$ cat src/rtl/pipelined_adder.sv
// Pipelined add/subtract: one CHUNK-wide carry per stage, so the latency is STAGES cycles.
// The whole pipe stalls while the output beat is held; In_ready = Out_ready || !Out_valid.
module pipelined_adder #(
  parameter int DATA_WIDTH = 32,
  parameter int STAGES     = 4
) (
  input  logic                  CLK,
  input  logic                  RST_n,
  input  logic                  In_valid,
  output logic                  In_ready,
  input  logic [DATA_WIDTH-1:0] A,
  input  logic [DATA_WIDTH-1:0] B,
  input  logic                  Carry_in,
  input  logic                  Sub,
  output logic                  Out_valid,
  input  logic                  Out_ready,
  output logic [DATA_WIDTH-1:0] Sum,
  output logic                  Carry_out,
  output logic                  Overflow
);
  localparam int CHUNK = DATA_WIDTH / STAGES;

  logic                  w_adv;
  logic                  w_c_eff;
  logic [DATA_WIDTH-1:0] w_b_eff;
  logic                  w_a_msb;
  logic                  w_b_msb;
  logic                  w_s_msb;
  logic                  r_ovf;

  assign w_adv    = Out_ready || !Out_valid;
  assign In_ready = w_adv;
  // Subtract is A + ~B + ~borrow, so both inversions happen once, at capture.
  assign w_b_eff  = Sub ? ~B : B;
  assign w_c_eff  = Carry_in ^ Sub;

  genvar k;
  generate
    for (k = 0; k < STAGES; k++) begin : g_stage
      localparam int IN_W = DATA_WIDTH - k * CHUNK;
      localparam int SW   = (k + 1) * CHUNK;

      logic             w_vld_src;
      logic             w_cy_src;
      logic [IN_W-1:0]  w_a_src;
      logic [IN_W-1:0]  w_b_src;
      logic [CHUNK:0]   w_part;
      logic [SW-1:0]    w_sum_nxt;
      logic             r_vld;
      logic             r_cy;
      logic [SW-1:0]    r_sum;

      if (k == 0) begin : g_first
        assign w_vld_src = In_valid;
        assign w_cy_src  = w_c_eff;
        assign w_a_src   = A;
        assign w_b_src   = w_b_eff;
        assign w_sum_nxt = w_part[CHUNK-1:0];
      end else begin : g_chain
        assign w_vld_src = g_stage[k-1].r_vld;
        assign w_cy_src  = g_stage[k-1].r_cy;
        assign w_a_src   = g_stage[k-1].g_ops.r_a;
        assign w_b_src   = g_stage[k-1].g_ops.r_b;
        assign w_sum_nxt = {w_part[CHUNK-1:0], g_stage[k-1].r_sum};
      end

      // The lowest chunk of the remaining operands is always the one resolved here.
      assign w_part = {1'b0, w_a_src[CHUNK-1:0]} + {1'b0, w_b_src[CHUNK-1:0]}
                    + {{CHUNK{1'b0}}, w_cy_src};

      always_ff @(posedge CLK or negedge RST_n) begin
        if (!RST_n) begin
          r_vld <= 1'b0;
          r_cy  <= 1'b0;
          r_sum <= '0;
        end else if (w_adv) begin
          r_vld <= w_vld_src;
          r_cy  <= w_part[CHUNK];
          r_sum <= w_sum_nxt;
        end
      end

      if (k < STAGES - 1) begin : g_ops
        logic [IN_W-CHUNK-1:0] r_a;
        logic [IN_W-CHUNK-1:0] r_b;

        always_ff @(posedge CLK or negedge RST_n) begin
          if (!RST_n) begin
            r_a <= '0;
            r_b <= '0;
          end else if (w_adv) begin
            r_a <= w_a_src[IN_W-1:CHUNK];
            r_b <= w_b_src[IN_W-1:CHUNK];
          end
        end
      end
    end
  endgenerate

  // The last stage still sees the top chunk of A and B', so the sign bits come for free.
  assign w_a_msb = g_stage[STAGES-1].w_a_src[CHUNK-1];
  assign w_b_msb = g_stage[STAGES-1].w_b_src[CHUNK-1];
  assign w_s_msb = g_stage[STAGES-1].w_part[CHUNK-1];

  always_ff @(posedge CLK or negedge RST_n) begin
    if (!RST_n) begin
      r_ovf <= 1'b0;
    end else if (w_adv) begin
      r_ovf <= (w_a_msb == w_b_msb) && (w_s_msb != w_a_msb);
    end
  end

  assign Out_valid = g_stage[STAGES-1].r_vld;
  assign Sum       = g_stage[STAGES-1].r_sum;
  assign Carry_out = g_stage[STAGES-1].r_cy;
  assign Overflow  = r_ovf;

endmodule

$ cat config.mk
export PLATFORM = sky130hd
export DESIGN_NAME = pipelined_adder
export DESIGN_NICKNAME = d
export VERILOG_FILES = /design/src/rtl/pipelined_adder.sv
export SDC_FILE = /design/constraint.sdc
export NUM_CORES = 1
export LEC_CHECK = 0
export CAP_MARGIN = 20
export CORE_MARGIN = 3
export CORE_UTILIZATION = 55
export DETAILED_ROUTE_END_ITERATION = 16
export GPL_TIMING_DRIVEN = 0
export PLACE_DENSITY_LB_ADDON = 0.1
export SYNTH_ARGS = -nofsm -noshare
export SYNTH_HDL_FRONTEND = slang
export SYNTH_SLANG_ARGS = --single-unit
$ cat constraint.sdc
create_clock -name CLK -period 6.2 [get_ports CLK]
set_input_delay 1.86 -clock CLK [delete_from_list [all_inputs] [get_ports CLK]]
set_output_delay 1.86 -clock CLK [all_outputs]
set_load 0.1 [all_outputs]
==> out/metrics.csv, run 1 <==
stage;metric;value;unit
run_status;status;finished clean;
clock_tree;ctsResizeCount;1;
worst_setup_path;required;4.34;ns
power_and_ir_drop;power_density;578;mW/mm^2
place;dp_slack;-0.0126;ns
final_layout;final_cell_mix;442 x nand2_1, 185 x dfrtp_1, 102 x clkdlybuf4s50_1;
clock_tree;cts_max_level;4;
worst_setup_path;critPathKind;input pin to output pin;
final_layout;fillCellCount;1159;
clock_tree;cts_root_buffer;clkbuf_16;
sta;setup_viol_count_final;0;
final_layout;layout.cells.non_filler;1240;
routing;ant_nets;0;
synth;seq_area_frac_synth;55.3;%
routing;vias_per_cell;5.06;
sta;final.setup.worst_slack;0.304;ns
floorplanning;core;0.0147;mm^2
synth;synth-seq-cells;185;
worst_setup_path;path_buf_inv;5;
routing;drc_errors;0;
worst_setup_path;cp.arrival;4.04;ns
worst_setup_path;crit_path_max_incr_delay;0.94;ns
synth;synthDistinctLibCells;35;
routing;wirelength;18300;um
place;portBuffers;104;
synth;async_reset_ff_share;100;%
sta;finalCritPeriodShare;95.1;%
synth;avgSynthCellArea;9.12;um^2
sta;tightest_slew;0.976;ns
global_routing;grt_usage;23.4;%
final_layout;fin_util;69.9;%
final_layout;fin_nets;1149;
synth;syn_area;0.00838;mm^2
sta;max_freq;170;MHz
power_and_ir_drop;peakVddDrop;0.283;mV
synth;synth_ff_type;dfrtp_1;
final_layout;drive_above_1_share;7.48;%
worst_hold_path;hold_class;register to register;
sta;timing_hold_violations_final;0;
final_layout;mostFrequentLayoutCell;nand2_1;
global_routing;grt_max_degree;95;
worst_setup_path;cp-endpoint;In_ready;
clock_tree;hold_buffers;0;
worst_setup_path;setup.worst_path.start;Out_ready;
place;place_congestion;0.829;
sta;fin_skew;0.00495;ns
global_routing;grt_overflow;0;
worst_setup_path;cp.depth;6;
sta;finalCriticalPeriod;5.90;ns
sta;slew_viol_final;0;
place;hpwl;13300;um
worst_setup_path;critPathLaunchType;input pin;
power_and_ir_drop;leakagePower;5.03;nW
place;place_inst;1208;
worst_setup_path;critical_path.slowest_cell;dlygate4sd2_1;
floorplanning;start_util;57.0;%
clock_tree;cts_num_sinks;185;
global_routing;antenna_found_initial;0;
routing;wire_per_inst;14.7;um
worst_setup_path;reg2reg_from;g_stage[2].r_cy;
worst_setup_path;path_cells;clkdlybuf4s50_1, nor2b_1, buf_2, inv_2, clkbuf_1, dlygate4sd2_1;
sta;worst_hold_slack;0.465;ns
worst_setup_path;end_kind;output pin;
synth;synth_edf_count;0;
synth;synthCells;919;
floorplanning;die_area;0.0167;mm^2
clock_tree;clock_path_buffers;2;
clock_tree;cts_buffers;17;
worst_setup_path;path_max_fanout;10;
global_routing;first_global_vias;6060;
worst_setup_path;r2r_slack;3.79;ns
synth;yosysWarnings;0;
job;maxCapViolCount;0;
worst_setup_path;reg2reg_depth;7;
global_routing;grt_pass1_wl;30300;um
synth;synth_fp_nets;1025;
floorplanning;io_pins;106;
worst_setup_path;critical-path-top-delay-family;buffers and inverters;
routing;vias;6279;
floorplanning;dieWidth;129;um
floorplanning;num_rows;44;
clock_tree;cts_tree;yes;
clock_tree;path_clk_slew;0.06;ns
worst_setup_path;r2r-end;Sum[30];
worst_hold_path;hp-start;Sum[15];
sta;rsz0062_at_grt;no;
clock_tree;clock_latency;0.43;ns
final_layout;num_antenna_cells;0;
sta;slew-limit-headroom;34.7;%
floorplanning;die_y;129;um
routing;dr.first_iter.drc_count;449;
routing;first_pass_iters;4;
clock_tree;postCtsSetupRepairBufs;0;
final_layout;areaGrowthSynthToFinish;22.6;%
[layer usage]
layer	track usage, %	vias up	wire [um]
li1	-	3178	-
met3	4.66	22	816
met5	0	-	0
met2	36.0	118	8350
met1	34.4	2961	8840
met4	6.36	0	276
[tightest hold or removal path, stage by stage (launching register included)]
cell	delay, ns
dfrtp_1	0.34
nand2_1	0.05
nand2_1	0.05
[cell type report]
cell class | instances | area (um^2) | share of cell area [%]
Multi-Input combinational cell | 679 | 3490 | 34.0
Buffer | 45 | 218 | 2.12
Timing Repair Buffer | 105 | 1070 | 10.4
Inverter | 10 | 37.5 | 0.365
Clock inverter | 4 | 55.1 | 0.536
Tap cell | 184 | 230 | 2.24
Sequential cell | 185 | 4630 | 45.1
Clock buffer | 28 | 537 | 5.23
[cells by family (layout without fill, tap and decap cells)]
kind of cell,after synthesis,after routing,synth area share (%)
adder cells (fa/ha/maj),36,36,6.09
AO/OA/AOI/OAI,113,113,8.26
AND/OR/NAND/NOR,480,480,22.1
XOR/XNOR,50,50,5.23
buffers and inverters,55,192,3.05
flip-flops,185,185,55.3
[synth_stat cells (all sizes together), types with 2 or more instances]
| cell | count | area, um^2 |
|---|---|---|
| xor2 | 22 | 193 |
| nor2 | 14 | 52.6 |
| o211ai | 5 | 37.5 |
| nand2b | 3 | 18.8 |
| nand2 | 442 | 1660 |
| a211oi | 9 | 87.6 |
| buf | 39 | 195 |
| clkbuf | 6 | 22.5 |
| a21o | 5 | 37.5 |
| dfrtp | 185 | 4630 |
| fa | 8 | 160 |
| a31oi | 5 | 46.3 |
| inv | 10 | 37.5 |
| or3 | 2 | 12.5 |
| a21oi | 18 | 90.1 |
| xnor2 | 28 | 245 |
| o21bai | 3 | 22.5 |
| ha | 28 | 350 |
| o21ai | 62 | 318 |
| o31ai | 2 | 20.0 |
| nor2b | 4 | 25.0 |
| nor3 | 12 | 60.1 |
[power breakdown]
part           switching (W)  internal [W]
sequential          0.000331       0.00175
clock               0.000435      0.000631
combinational        0.00191      0.000889
[through the flow]
stage / setup TNS, ns / instance area, um^2 / power [W]
floorplan: 0 / 8380 / 0.00413
global placement: -757.47 / 9650 / 0.00481
detailed placement: -0.0126 / 9680 / 0.00489
CTS: 0 / 10300 / 0.00597
global route: 0 / 10300 / 0.00635
finish: 0 / 10300 / 0.00594
[worst min path at each step]
stage	cells after the start	slack, ns	to
6_report	2	0.46	Sum[15]
5_1_grt	2	0.48	g_stage[0].g_ops.r_a[12]
4_1_cts	2	0.47	g_stage[1].r_sum[5]
3_5_place_dp	2	0.45	Sum[12]
3_3_place_gp	2	0.45	g_stage[2].r_vld
2_1_floorplan	2	0.43	g_stage[2].r_vld
[state kept, by name, summed over array words and instances, names as in the netlist]
name	count
Out_valid	1
g_stage.r_vld	3
Sum	32
g_stage.r_cy	3
g_stage.g_ops.r_a	48
g_stage.r_sum	48
g_stage.g_ops.r_b	48
Carry_out	1
Overflow	1
Power figures use the tool's default switching activity.
==> inputs of run 2 (changes only) <==
--- a/config.mk
+++ b/config.mk
@@ -10,7 +10,7 @@
 export CORE_UTILIZATION = 55
 export DETAILED_ROUTE_END_ITERATION = 16
 export GPL_TIMING_DRIVEN = 0
-export PLACE_DENSITY_LB_ADDON = 0.1
+export PLACE_DENSITY = 0.84
 export SYNTH_ARGS = -nofsm -noshare
 export SYNTH_HDL_FRONTEND = slang
 export SYNTH_SLANG_ARGS = --single-unit
==> run 2 against run 1 <==
  * Global-route usage rose by 0.78 points
  * Sequential power about the same
  * Flip-flop and latch count is the same
  * Maximum frequency up 0.22%
  * Worst setup slack better by 0.013 ns
  * Worst hold slack lost 0.0027 ns
  * Critical endpoint unchanged
  * Combinational power about the same
  * Design area grew 1.3%
  * Cell count unchanged
  * Non-clock buffer count stayed put
  * Largest power group unchanged
  * Highest routed layer unchanged
  * Sequential share of layout area shrank 0.57 points
  * Clock skew grew 0.0021 ns
==> out/metrics.csv, run 2 (synthesized netlist as in run 1, its figures left out) <==
stage;metric;value;unit
worst_setup_path;cp.arrival;4.02;ns
clock_tree;clock_latency;0.43;ns
power_and_ir_drop;leakagePower;5.10;nW
sta;tightest_slew;0.977;ns
worst_hold_path;hold_depth;2;
place;hpwl;13600;um
clock_tree;cts_num_sinks;185;
job;maxCapViolCount;0;
worst_setup_path;critical_path.slowest_cell;dlygate4sd2_1;
worst_setup_path;crit_path_max_incr_delay;0.93;ns
worst_setup_path;r2r_slack;3.81;ns
power_and_ir_drop;power_density;597;mW/mm^2
worst_hold_path;hp-start;Sum[6];
sta;fin_skew;0.00704;ns
sta;rsz0062_at_grt;no;
sta;slew_viol_final;0;
worst_setup_path;critical-path-top-delay-family;buffers and inverters;
floorplanning;num_rows;44;
global_routing;grt_usage;24.2;%
routing;vias;6511;
floorplanning;die_y;129;um
clock_tree;clock_path_buffers;2;
clock_tree;postCtsSetupRepairBufs;0;
routing;drc_errors;0;
worst_hold_path;hold_class;register to register;
place;place_inst;1208;
final_layout;layout.cells.non_filler;1240;
worst_hold_path;hold_end;Sum[6];
sta;finalCriticalPeriod;5.88;ns
global_routing;grt_max_degree;113;
sta;setup_viol_count_final;0;
global_routing;grt_overflow;0;
worst_setup_path;r2r-end;Sum[30];
final_layout;fin_nets;1149;
place;portBuffers;104;
clock_tree;path_clk_slew;0.06;ns
worst_setup_path;path_cells;clkdlybuf4s50_1, nor2b_1, buf_2, inv_2, clkbuf_1, dlygate4sd2_1;
floorplanning;start_util;57.0;%
routing;ant_nets;0;
routing;wire_per_inst;15.3;um
sta;worst_hold_slack;0.462;ns
clock_tree;cts_tree;yes;
global_routing;first_global_vias;6254;
run_status;status;finished clean;
sta;tns;0;ns
routing;dr.first_iter.drc_count;623;
sta;finalCritPeriodShare;94.9;%
worst_setup_path;reg2reg_depth;7;
power_and_ir_drop;peakVddDrop;0.365;mV
worst_setup_path;cp.depth;6;
global_routing;grt_pass1_wl;31400;um
final_layout;drive_above_1_share;7.77;%
place;place_congestion;0.824;
worst_setup_path;path_buf_inv;5;
worst_setup_path;critPathLaunchType;input pin;
worst_setup_path;critPathKind;input pin to output pin;
floorplanning;io_pins;106;
floorplanning;die_area;0.0167;mm^2
final_layout;mostFrequentLayoutCell;nand2_1;
worst_setup_path;path_max_fanout;10;
floorplanning;dieWidth;129;um
global_routing;antenna_found_initial;0;
final_layout;num_antenna_cells;0;
final_layout;final_cell_mix;442 x nand2_1, 185 x dfrtp_1, 102 x clkdlybuf4s50_1;
routing;vias_per_cell;5.25;
clock_tree;cts_max_level;4;
clock_tree;cts_root_buffer;clkbuf_16;
sta;max_freq;170;MHz
worst_setup_path;end_kind;output pin;
routing;wirelength;19000;um
final_layout;areaGrowthSynthToFinish;24.2;%
final_layout;fillCellCount;1065;
final_layout;top_regs;g_stage.g_ops.r_a (48), g_stage.g_ops.r_b (48), g_stage.r_sum (48);
worst_setup_path;required;4.34;ns
floorplanning;core;0.0147;mm^2
routing;first_pass_iters;7;
worst_setup_path;reg2reg_from;g_stage[2].r_cy;
clock_tree;cts_buffers;17;
sta;slew-limit-headroom;34.6;%
sta;timing_hold_violations_final;0;
==> run 2: cell types whose count changed in the layout (fill, tap and decap cells not counted), sizes merged <==
cell and change:
bufinv +7, clkbuf -8, inv +1
==> run 2: routing by layer <==
metal / track usage [%] / routed length (um) / up-vias
li1: - / - / 3177
met1: 32.7 / 8450 / 3116
met2: 40.0 / 9180 / 182
met3: 4.82 / 991 / 36
met4: 7.27 / 391 / 0
met5: 0 / 0 / -
==> run 2: how the worst max path moves through the flow <==
stage | start | endpoint | slack (ns)
floorplan | Out_ready | In_ready | 1.22
finish | Out_ready | In_ready | 0.32
detailed placement | Out_ready | In_ready | 0.007
global route | Out_ready | In_ready | 0.26
global placement | RST_n | g_stage[0].r_cy | -4.00
CTS | Out_ready | In_ready | 0.30
==> run 2: area by class of cell <==
cell class              instances  area (um^2)  area share [%]
clock buffers                  20          457            4.39
flip-flops and latches        185         4630            44.5
clock inverters                12          267            2.56
plain buffers                  45          218            2.09
inverters                      10         37.5           0.361
multi-input cells             679         3490            33.6
well taps                     184          230            2.21
repair buffers                105         1070            10.3
==> run 2: power breakdown <==
| part | internal, W | leakage [nW] | switching (W) |
|---|---|---|---|
| clock network | 0.000859 | 0.351 | 0.000455 |
| registers | 0.00175 | 2.24 | 0.000339 |
| logic | 0.000891 | 2.51 | 0.00192 |
| total | 0.00350 | 5.10 | 0.00272 |
==> run 2: timing repair <==
item                       in CTS  in global routing
setup endpoints to repair       1                  0
hold endpoints to repair        0                  0
hold buffers                    0                  0
gates resized for setup         1                  0
==> run 2: worst register-to-register path, delay by kind of cell (launching register included) <==
family,cells,cell delay [ns]
XOR/XNOR,1,0.20
AO/OA/AOI/OAI,4,0.71
adder cells (fa/ha/maj),2,0.93
flip-flops,1,0.42
==> run 2: metrics by stage <==
step	power (W)	util, %	area, um^2	setup slack, ns
2_1_floorplan	0.00413	-	8380	1.22
3_3_place_gp	0.00479	65.6	9650	-4.00
3_5_place_dp	0.00489	65.9	9680	0.00652
4_1_cts	0.00622	70.8	10400	0.302
5_1_grt	0.00660	70.8	10400	0.256
6_report	0.00621	70.8	10400	0.317
